<file path="src/rtl/ex_commit_stage_pkg.sv">
// Shared encodings for the commit stage: instruction type codes, FSM states and
// condition-code bit positions.
package ex_commit_stage_pkg;

    localparam logic [2:0] R_TYPE = 3'd0;
    localparam logic [2:0] I_TYPE = 3'd1;
    localparam logic [2:0] B_TYPE = 3'd2;
    localparam logic [2:0] J_TYPE = 3'd3;

    localparam int CC_BR = 0;
    localparam int CC_OV = 1;
    localparam int CC_UF = 2;

    typedef enum logic [1:0] {
        ST_RUN       = 2'd0,
        ST_SQUASH    = 2'd1,
        ST_TRAP_WAIT = 2'd2
    } state_e;

    function automatic logic is_alu_type(input logic [2:0] t);
        return (t == R_TYPE) || (t == I_TYPE);
    endfunction

endpackage

</file>
<file path="src/rtl/ex_skid_buf.sv">
// Two-entry valid/ready skid buffer. Entry 0 is the head and drives the outputs;
// o_full_next lets the producer register its ready one cycle ahead.
module ex_skid_buf #(
    parameter int W = 8
) (
    input  logic         clk,
    input  logic         rst_n,
    input  logic         i_valid,
    input  logic [W-1:0] i_data,
    output logic         o_full_next,
    output logic         o_valid,
    input  logic         i_ready,
    output logic [W-1:0] o_data
);

    logic [W-1:0] r_data [2];
    logic [W-1:0] w_data_next [2];
    logic [1:0]   r_count;
    logic [1:0]   w_count_mid;
    logic [1:0]   w_count_next;
    logic         w_pop;
    logic         w_push;

    assign w_pop  = (r_count != 2'd0) && i_ready;
    assign w_push = i_valid && ((r_count != 2'd2) || w_pop);

    always_comb begin
        w_data_next[0] = r_data[0];
        w_data_next[1] = r_data[1];
        w_count_mid    = r_count;
        if (w_pop) begin
            w_data_next[0] = r_data[1];
            w_count_mid    = r_count - 2'd1;
        end
        w_count_next = w_count_mid;
        if (w_push) begin
            // Popping first means the free slot is always at index w_count_mid.
            if (w_count_mid == 2'd0) begin
                w_data_next[0] = i_data;
            end else begin
                w_data_next[1] = i_data;
            end
            w_count_next = w_count_mid + 2'd1;
        end
    end

    for (genvar gi = 0; gi < 2; gi++) begin : g_slot
        always_ff @(posedge clk or negedge rst_n) begin
            if (!rst_n) begin
                r_data[gi] <= '0;
            end else begin
                r_data[gi] <= w_data_next[gi];
            end
        end
    end

    always_ff @(posedge clk or negedge rst_n) begin
        if (!rst_n) begin
            r_count <= 2'd0;
        end else begin
            r_count <= w_count_next;
        end
    end

    assign o_full_next = (w_count_next == 2'd2);
    assign o_valid     = (r_count != 2'd0);
    assign o_data      = r_data[0];

endmodule

</file>
<file path="src/rtl/ex_commit_stage.sv">
// Commit stage after the ALU: resolves branch/jump redirects, tracks sticky
// overflow/underflow with an optional overflow trap, and forwards results via a skid buffer.
module ex_commit_stage
    import ex_commit_stage_pkg::*;
#(
    parameter int DATA_W = 32,
    parameter int REG_AW = 5
) (
    input  logic              clk,
    input  logic              rst_n,
    input  logic              in_valid,
    output logic              in_ready,
    input  logic [6:0]        in_opcode,
    input  logic [DATA_W-1:0] in_alu_out,
    input  logic [3:0]        in_alu_cc,
    input  logic [DATA_W-1:0] in_br_target,
    input  logic [DATA_W-1:0] in_pc,
    input  logic [REG_AW-1:0] in_rd,
    input  logic              in_wb_en,
    output logic              out_valid,
    input  logic              out_ready,
    output logic [DATA_W-1:0] out_result,
    output logic [REG_AW-1:0] out_rd,
    output logic              out_wb_en,
    output logic              redirect_valid,
    output logic [DATA_W-1:0] redirect_pc,
    output logic              trap_valid,
    output logic [DATA_W-1:0] trap_pc,
    input  logic              trap_ack,
    input  logic              trap_en,
    output logic [3:0]        status,
    input  logic              status_clr
);

    localparam int PAY_W = DATA_W + REG_AW + 1;

    state_e            r_state;
    state_e            w_state_next;
    logic              r_in_ready;
    logic              r_redirect_valid;
    logic [DATA_W-1:0] r_redirect_pc;
    logic              r_trap_valid;
    logic [DATA_W-1:0] r_trap_pc;
    logic [1:0]        r_sticky;
    logic [1:0]        w_sticky_next;

    logic [2:0]        w_type;
    logic              w_accept;
    logic              w_push;
    logic              w_redirect;
    logic              w_trap;
    logic [DATA_W-1:0] w_redirect_pc;
    logic [DATA_W-1:0] w_result;
    logic              w_wb_en;
    logic              w_full_next;
    logic [PAY_W-1:0]  w_push_data;
    logic [PAY_W-1:0]  w_out_data;
    logic              w_unused_bits;

    assign w_type        = in_opcode[2:0];
    assign w_accept      = in_valid && r_in_ready;
    assign w_unused_bits = &{1'b0, in_opcode[6:3], in_alu_cc[3]};

    always_comb begin
        w_state_next  = r_state;
        w_push        = 1'b0;
        w_redirect    = 1'b0;
        w_trap        = 1'b0;
        w_redirect_pc = in_alu_out;
        w_result      = in_alu_out;
        w_wb_en       = in_wb_en;
        // Clear first, then OR in new flags, so a same-cycle set survives the clear.
        w_sticky_next = status_clr ? 2'b00 : r_sticky;
        case (r_state)
            ST_RUN: begin
                if (w_accept) begin
                    if (w_type == B_TYPE) begin
                        if (in_alu_cc[CC_BR]) begin
                            w_redirect    = 1'b1;
                            w_redirect_pc = in_br_target;
                            w_state_next  = ST_SQUASH;
                        end
                    end else begin
                        w_push = 1'b1;
                        if (w_type == J_TYPE) begin
                            w_result = in_pc + DATA_W'(4);
                            if (in_alu_cc[CC_BR]) begin
                                w_redirect   = 1'b1;
                                w_state_next = ST_SQUASH;
                            end
                        end else if (is_alu_type(w_type)) begin
                            w_sticky_next[0] = w_sticky_next[0] | in_alu_cc[CC_OV];
                            w_sticky_next[1] = w_sticky_next[1] | in_alu_cc[CC_UF];
                            if (in_alu_cc[CC_OV] && trap_en) begin
                                w_trap       = 1'b1;
                                w_wb_en      = 1'b0;
                                w_state_next = ST_TRAP_WAIT;
                            end
                        end
                    end
                end
            end
            ST_SQUASH: begin
                w_state_next = ST_RUN;
            end
            ST_TRAP_WAIT: begin
                if (trap_ack) begin
                    w_state_next = ST_RUN;
                end
            end
            default: begin
                w_state_next = ST_RUN;
            end
        endcase
    end

    always_ff @(posedge clk or negedge rst_n) begin
        if (!rst_n) begin
            r_state          <= ST_RUN;
            r_in_ready       <= 1'b1;
            r_redirect_valid <= 1'b0;
            r_redirect_pc    <= '0;
            r_trap_valid     <= 1'b0;
            r_trap_pc        <= '0;
            r_sticky         <= 2'b00;
        end else begin
            r_state          <= w_state_next;
            // The squash cycle swallows its beat, so it may accept even with a full buffer.
            r_in_ready       <= (w_state_next == ST_SQUASH) ||
                                ((w_state_next == ST_RUN) && !w_full_next);
            r_redirect_valid <= w_redirect;
            if (w_redirect) begin
                r_redirect_pc <= w_redirect_pc;
            end
            r_trap_valid     <= (w_state_next == ST_TRAP_WAIT);
            if (w_trap) begin
                r_trap_pc <= in_pc;
            end
            r_sticky         <= w_sticky_next;
        end
    end

    assign w_push_data = {w_wb_en, in_rd, w_result};

    ex_skid_buf #(
        .W(PAY_W)
    ) u_skid (
        .clk         (clk),
        .rst_n       (rst_n),
        .i_valid     (w_push),
        .i_data      (w_push_data),
        .o_full_next (w_full_next),
        .o_valid     (out_valid),
        .i_ready     (out_ready),
        .o_data      (w_out_data)
    );

    assign out_result     = w_out_data[DATA_W-1:0];
    assign out_rd         = w_out_data[DATA_W +: REG_AW];
    assign out_wb_en      = w_out_data[PAY_W-1];
    assign in_ready       = r_in_ready;
    assign redirect_valid = r_redirect_valid;
    assign redirect_pc    = r_redirect_pc;
    assign trap_valid     = r_trap_valid;
    assign trap_pc        = r_trap_pc;
    assign status         = {1'b0, r_sticky[1], r_sticky[0], 1'b0};

endmodule
</file>
<file path="config.mk">
export PLATFORM = sky130hd
export DESIGN_NAME = ex_commit_stage
export DESIGN_NICKNAME = d
export VERILOG_FILES = /design/src/rtl/ex_commit_stage_pkg.sv /design/src/rtl/ex_skid_buf.sv /design/src/rtl/ex_commit_stage.sv
export SDC_FILE = /design/constraint.sdc
export NUM_CORES = 1
export LEC_CHECK = 0
export CAP_MARGIN = 20
export CORE_MARGIN = 3
export CORE_UTILIZATION = 52
export DETAILED_ROUTE_END_ITERATION = 8
export PLACE_DENSITY = 0.86
export SYNTH_ARGS = -nofsm -noshare
export SYNTH_HDL_FRONTEND = slang
export SYNTH_HIERARCHICAL = 1
export SYNTH_SLANG_ARGS = --single-unit
</file>
<file path="constraint.sdc">
create_clock -name clk -period 6.4 [get_ports clk]
set_input_delay 1.28 -clock clk [delete_from_list [all_inputs] [get_ports clk]]
set_output_delay 1.28 -clock clk [all_outputs]
set_load 0.05 [all_outputs]
</file>
==> metrics.md <==
| Metric | Value |
|---|---|
| Final Hold Viols | `0` |
| CP endpoint kind | `flop` |
| Skew final | `0.008689 ns` |
| 1st-iter DRT viols | `346` |
| WL/cell | `20.04 um` |
| Setup violations, final | `0` |
| Post-CTS Setup Bufs | `0` |
| Leading area contributor after synthesis | `dfrtp_1` |
| Status | `finished, final reports clean` |
| Worst hold endpoint | `trap_valid$_DFF_PN0_` |
| Total Wirelength | `21.80 mm` |
| Slew @ Worst Pin | `1.073 ns` |
| Die Span Y | `131.1 um` |
| Starting Density | `0.5335` |
| Vias in the first global route | `6224` |
| Worst-case reg-to-reg path depth | `10` |
| Synth top area share | `0.4550` |
| Reg2reg end | `u_skid/r_data[32]$_DFFE_PN0P_` |
| Final instance area | `0.01086 mm^2` |
| H-tree depth | `4` |
| Launching point of the worst reg2reg path | `u_skid/r_count[0]$_DFF_PN0_` |
| Core area | `0.01526 mm^2` |
| Routability cong. | `0.7844` |
| Hold Crit Class | `flop to flop` |
| Port bufs | `222` |
| Gate Count Post-Synth | `687` |
| TritonCTS buffer count | `17` |
| Area after DPL | `0.01010 mm^2` |
| Drt pass-1 iters | `5` |
| Avg Inst Size Synth | `11.85 um^2` |
| Area grow syn2layout | `33.43%` |
| Synth top area cells | `dfrtp_1 45%, mux2_4 14%, mux2_2 9.5%, mux2i_1 4.2%, buf_4 3.9%` |
| CP max FO | `34` |
| CTS clk-pin slew, worst paths | `0.06 ns` |
| Worst skew pair latency | `0.42 ns` |
| Critical path class | `input pin to flop` |
| Startpoint Class | `input pin` |
| Crit path from | `in_opcode[0]` |
| Req. time, crit path | `6.70 ns` |
| Final nets | `987` |
| I/O pins | `230` |
| Hold path startpoint | `r_state[0]$_DFF_PN0_` |
| Sinks on Clock Net | `149` |
| Max Root-Sink Buffers | `2` |
| Adder-Cell Fraction of Synth Area | `0.006148` |
| XOR/XNOR share of the synthesized area | `0.01506` |
| Initial antenna violation count | `1` |
| Synth warn | `6` |
| Slew Limit Fails | `0` |
| Commonest non-fill, non-tap cell in the layout | `clkdlybuf4s50_1` |
| Resize count post-CTS | `0` |
| Hpwl dp | `15.01 mm` |
| Main combinational cell family by area after synthesis | `multiplexers` |
| Min Tclk post-route | `3.979 ns` |
| Slew HR | `0.2831` |
| FP Rows | `45` |
| Setup_tns | `0 ns` |
| FF+latch count, synth | `149` |
| Die X | `131.1 um` |
| Largest net degree at the start of global routing | `97` |
| Fmax | `0.2513 GHz` |
| Fill count | `1047` |
| Period utilization | `0.6217` |
| GRT overflow | `0` |
| Reg2Reg Setup Slack | `3.12 ns` |
| Commonest non-fill, non-tap cells in the layout | `220 x clkdlybuf4s50_1, 148 x dfrtp_1, 74 x mux2_4` |
| Mux cell area share after synthesis | `0.2737` |
| Peak VDD IR | `0.0002958 V` |
| All-layer global routing usage | `0.2531` |
| Post-synthesis simple-gate area fraction | `0.1007` |
| CTS Root Cell | `clkbuf_16` |
| Seq/Total Area, Yosys | `0.4582` |
| Final ANT Viol Nets | `0` |
| Share of post-route cells with drive strength above 1 | `0.2249` |
| Leakage power | `4.684 nW` |
| DRC | `0` |
| Hold Path Stages | `1` |
| Arrival time worst endpoint | `4.28 ns` |
| First-pass GRT wire length | `34.18 mm` |
| Distinct cells, synth | `45` |
| Synth Area in Compound Gates | `0.06579` |
| RSZ-0062 raised after global routing | `no` |
| Vias | `6016` |
| Pwr dens | `564.8 mW/mm^2` |
| Post-Syn Area | `0.008140 mm^2` |
| Via density | `5.529` |
| TritonCTS clock tree | `built` |
| Max_cap viols | `0` |
| CTS Hold Bufs | `0` |
| Die area | `0.01719 mm^2` |
final cells by class:
type	instances	area (um^2)	share of cell area
Clock buffer	20	456.7	0.04205
Antenna cell	1	2.502	0.0002304
Tap cell	211	264.0	0.02431
Multi-Input combinational cell	449	3769	0.3470
Sequential cell	149	3730	0.3434
Inverter	13	48.80	0.004493
Clock inverter	12	270.3	0.02488
Timing Repair Buffer	233	2321	0.2137
synth_stat cells, drive strengths merged:
library cell / number
ha: 4
nand4bb: 1
conb: 1
mux2: 143
and4: 6
clkbuf: 20
or3: 7
o41ai: 1
inv: 13
dfrtp: 148
nor4bb: 1
nor2: 51
o31ai: 8
nor2b: 1
a21oi: 38
and2: 2
nand3: 15
nor4: 4
xnor2: 10
nor3: 3
nand2b: 5
a31oi: 16
nand2: 41
or4b: 1
a211o: 1
and3: 3
xor2: 4
and2b: 1
buf: 57
mux2i: 34
or4: 10
o21ai: 25
nand4: 9
a32oi: 1
o221a: 1
dfstp: 1
worst max-delay path, cell delays in order:
cell,delay [ns]
buf_2,0.08
buf_4,0.53
inv_1,0.15
a21oi_1,0.52
nand2b_1,0.19
a21oi_4,0.84
buf_4,0.36
mux2_4,0.32
per-layer routing:
layer | vias up | global-route usage | part of all wire
met1 | 2971 | 0.3170 | 0.42
li1 | 2772 | - | -
met3 | 36 | 0.07083 | 0.067
met4 | 0 | 0.09160 | 0.023
met5 | - | 0 | 0
met2 | 237 | 0.4219 | 0.49
sequential cells by signal (all words and copies together), names as in the netlist:
| name | flops |
|---|---|
| u_skid/o_data | 38 |
| u_skid/r_data | 38 |
| redirect_pc | 32 |
| trap_pc | 32 |
| r_state | 2 |
| r_sticky | 2 |
| u_skid/r_count | 2 |
| in_ready | 1 |
| redirect_valid | 1 |
| trap_valid | 1 |
worst max-delay path by stage:
| stage | endpoint | slack [ns] |
|---|---|---|
| global placement | u_skid/r_data[36]$_DFFE_PN0P_ | 2.06 |
| detailed placement | u_skid/r_data[25]$_DFFE_PN0P_ | 2.00 |
| CTS | u_skid/r_data[32]$_DFFE_PN0P_ | 2.45 |
| floorplan | u_skid/r_data[17]$_DFFE_PN0P_ | 3.30 |
| finish | u_skid/r_data[32]$_DFFE_PN0P_ | 2.42 |
| global route | u_skid/r_data[32]$_DFFE_PN0P_ | 2.32 |
report_power, final:
| part | internal [W] | switching, W |
|---|---|---|
| logic | 0.00139 | 0.00184 |
| registers | 0.00140 | 0.000261 |
| clock network | 0.000833 | 0.000405 |
| total | 0.00363 | 0.00251 |
stage by stage:
stage / instances / worst slack (ns) / total power, W / util / hold WS [ns]
detailed placement: 1053 / 1.995 / 0.004889 / 0.6617 / 0.4664
global placement: 1053 / 2.056 / 0.004813 / 0.6617 / 0.4575
floorplan: 688 / 3.300 / 0.004121 / - / 0.4365
finish: 1088 / 2.421 / 0.006135 / 0.7118 / 0.4736
global route: 1088 / 2.318 / 0.006385 / 0.7118 / 0.4898
CTS: 1085 / 2.448 / 0.006154 / 0.7094 / 0.4732
cells by family after synthesis:
logic type	count (synthesis)
buffers and inverters	90
other	1
XOR/XNOR	14
AO/OA/AOI/OAI	91
flip-flops	149
adder cells (fa/ha/maj)	4
multiplexers	177
AND/OR/NAND/NOR	161
(Power assumes the default switching activity.)
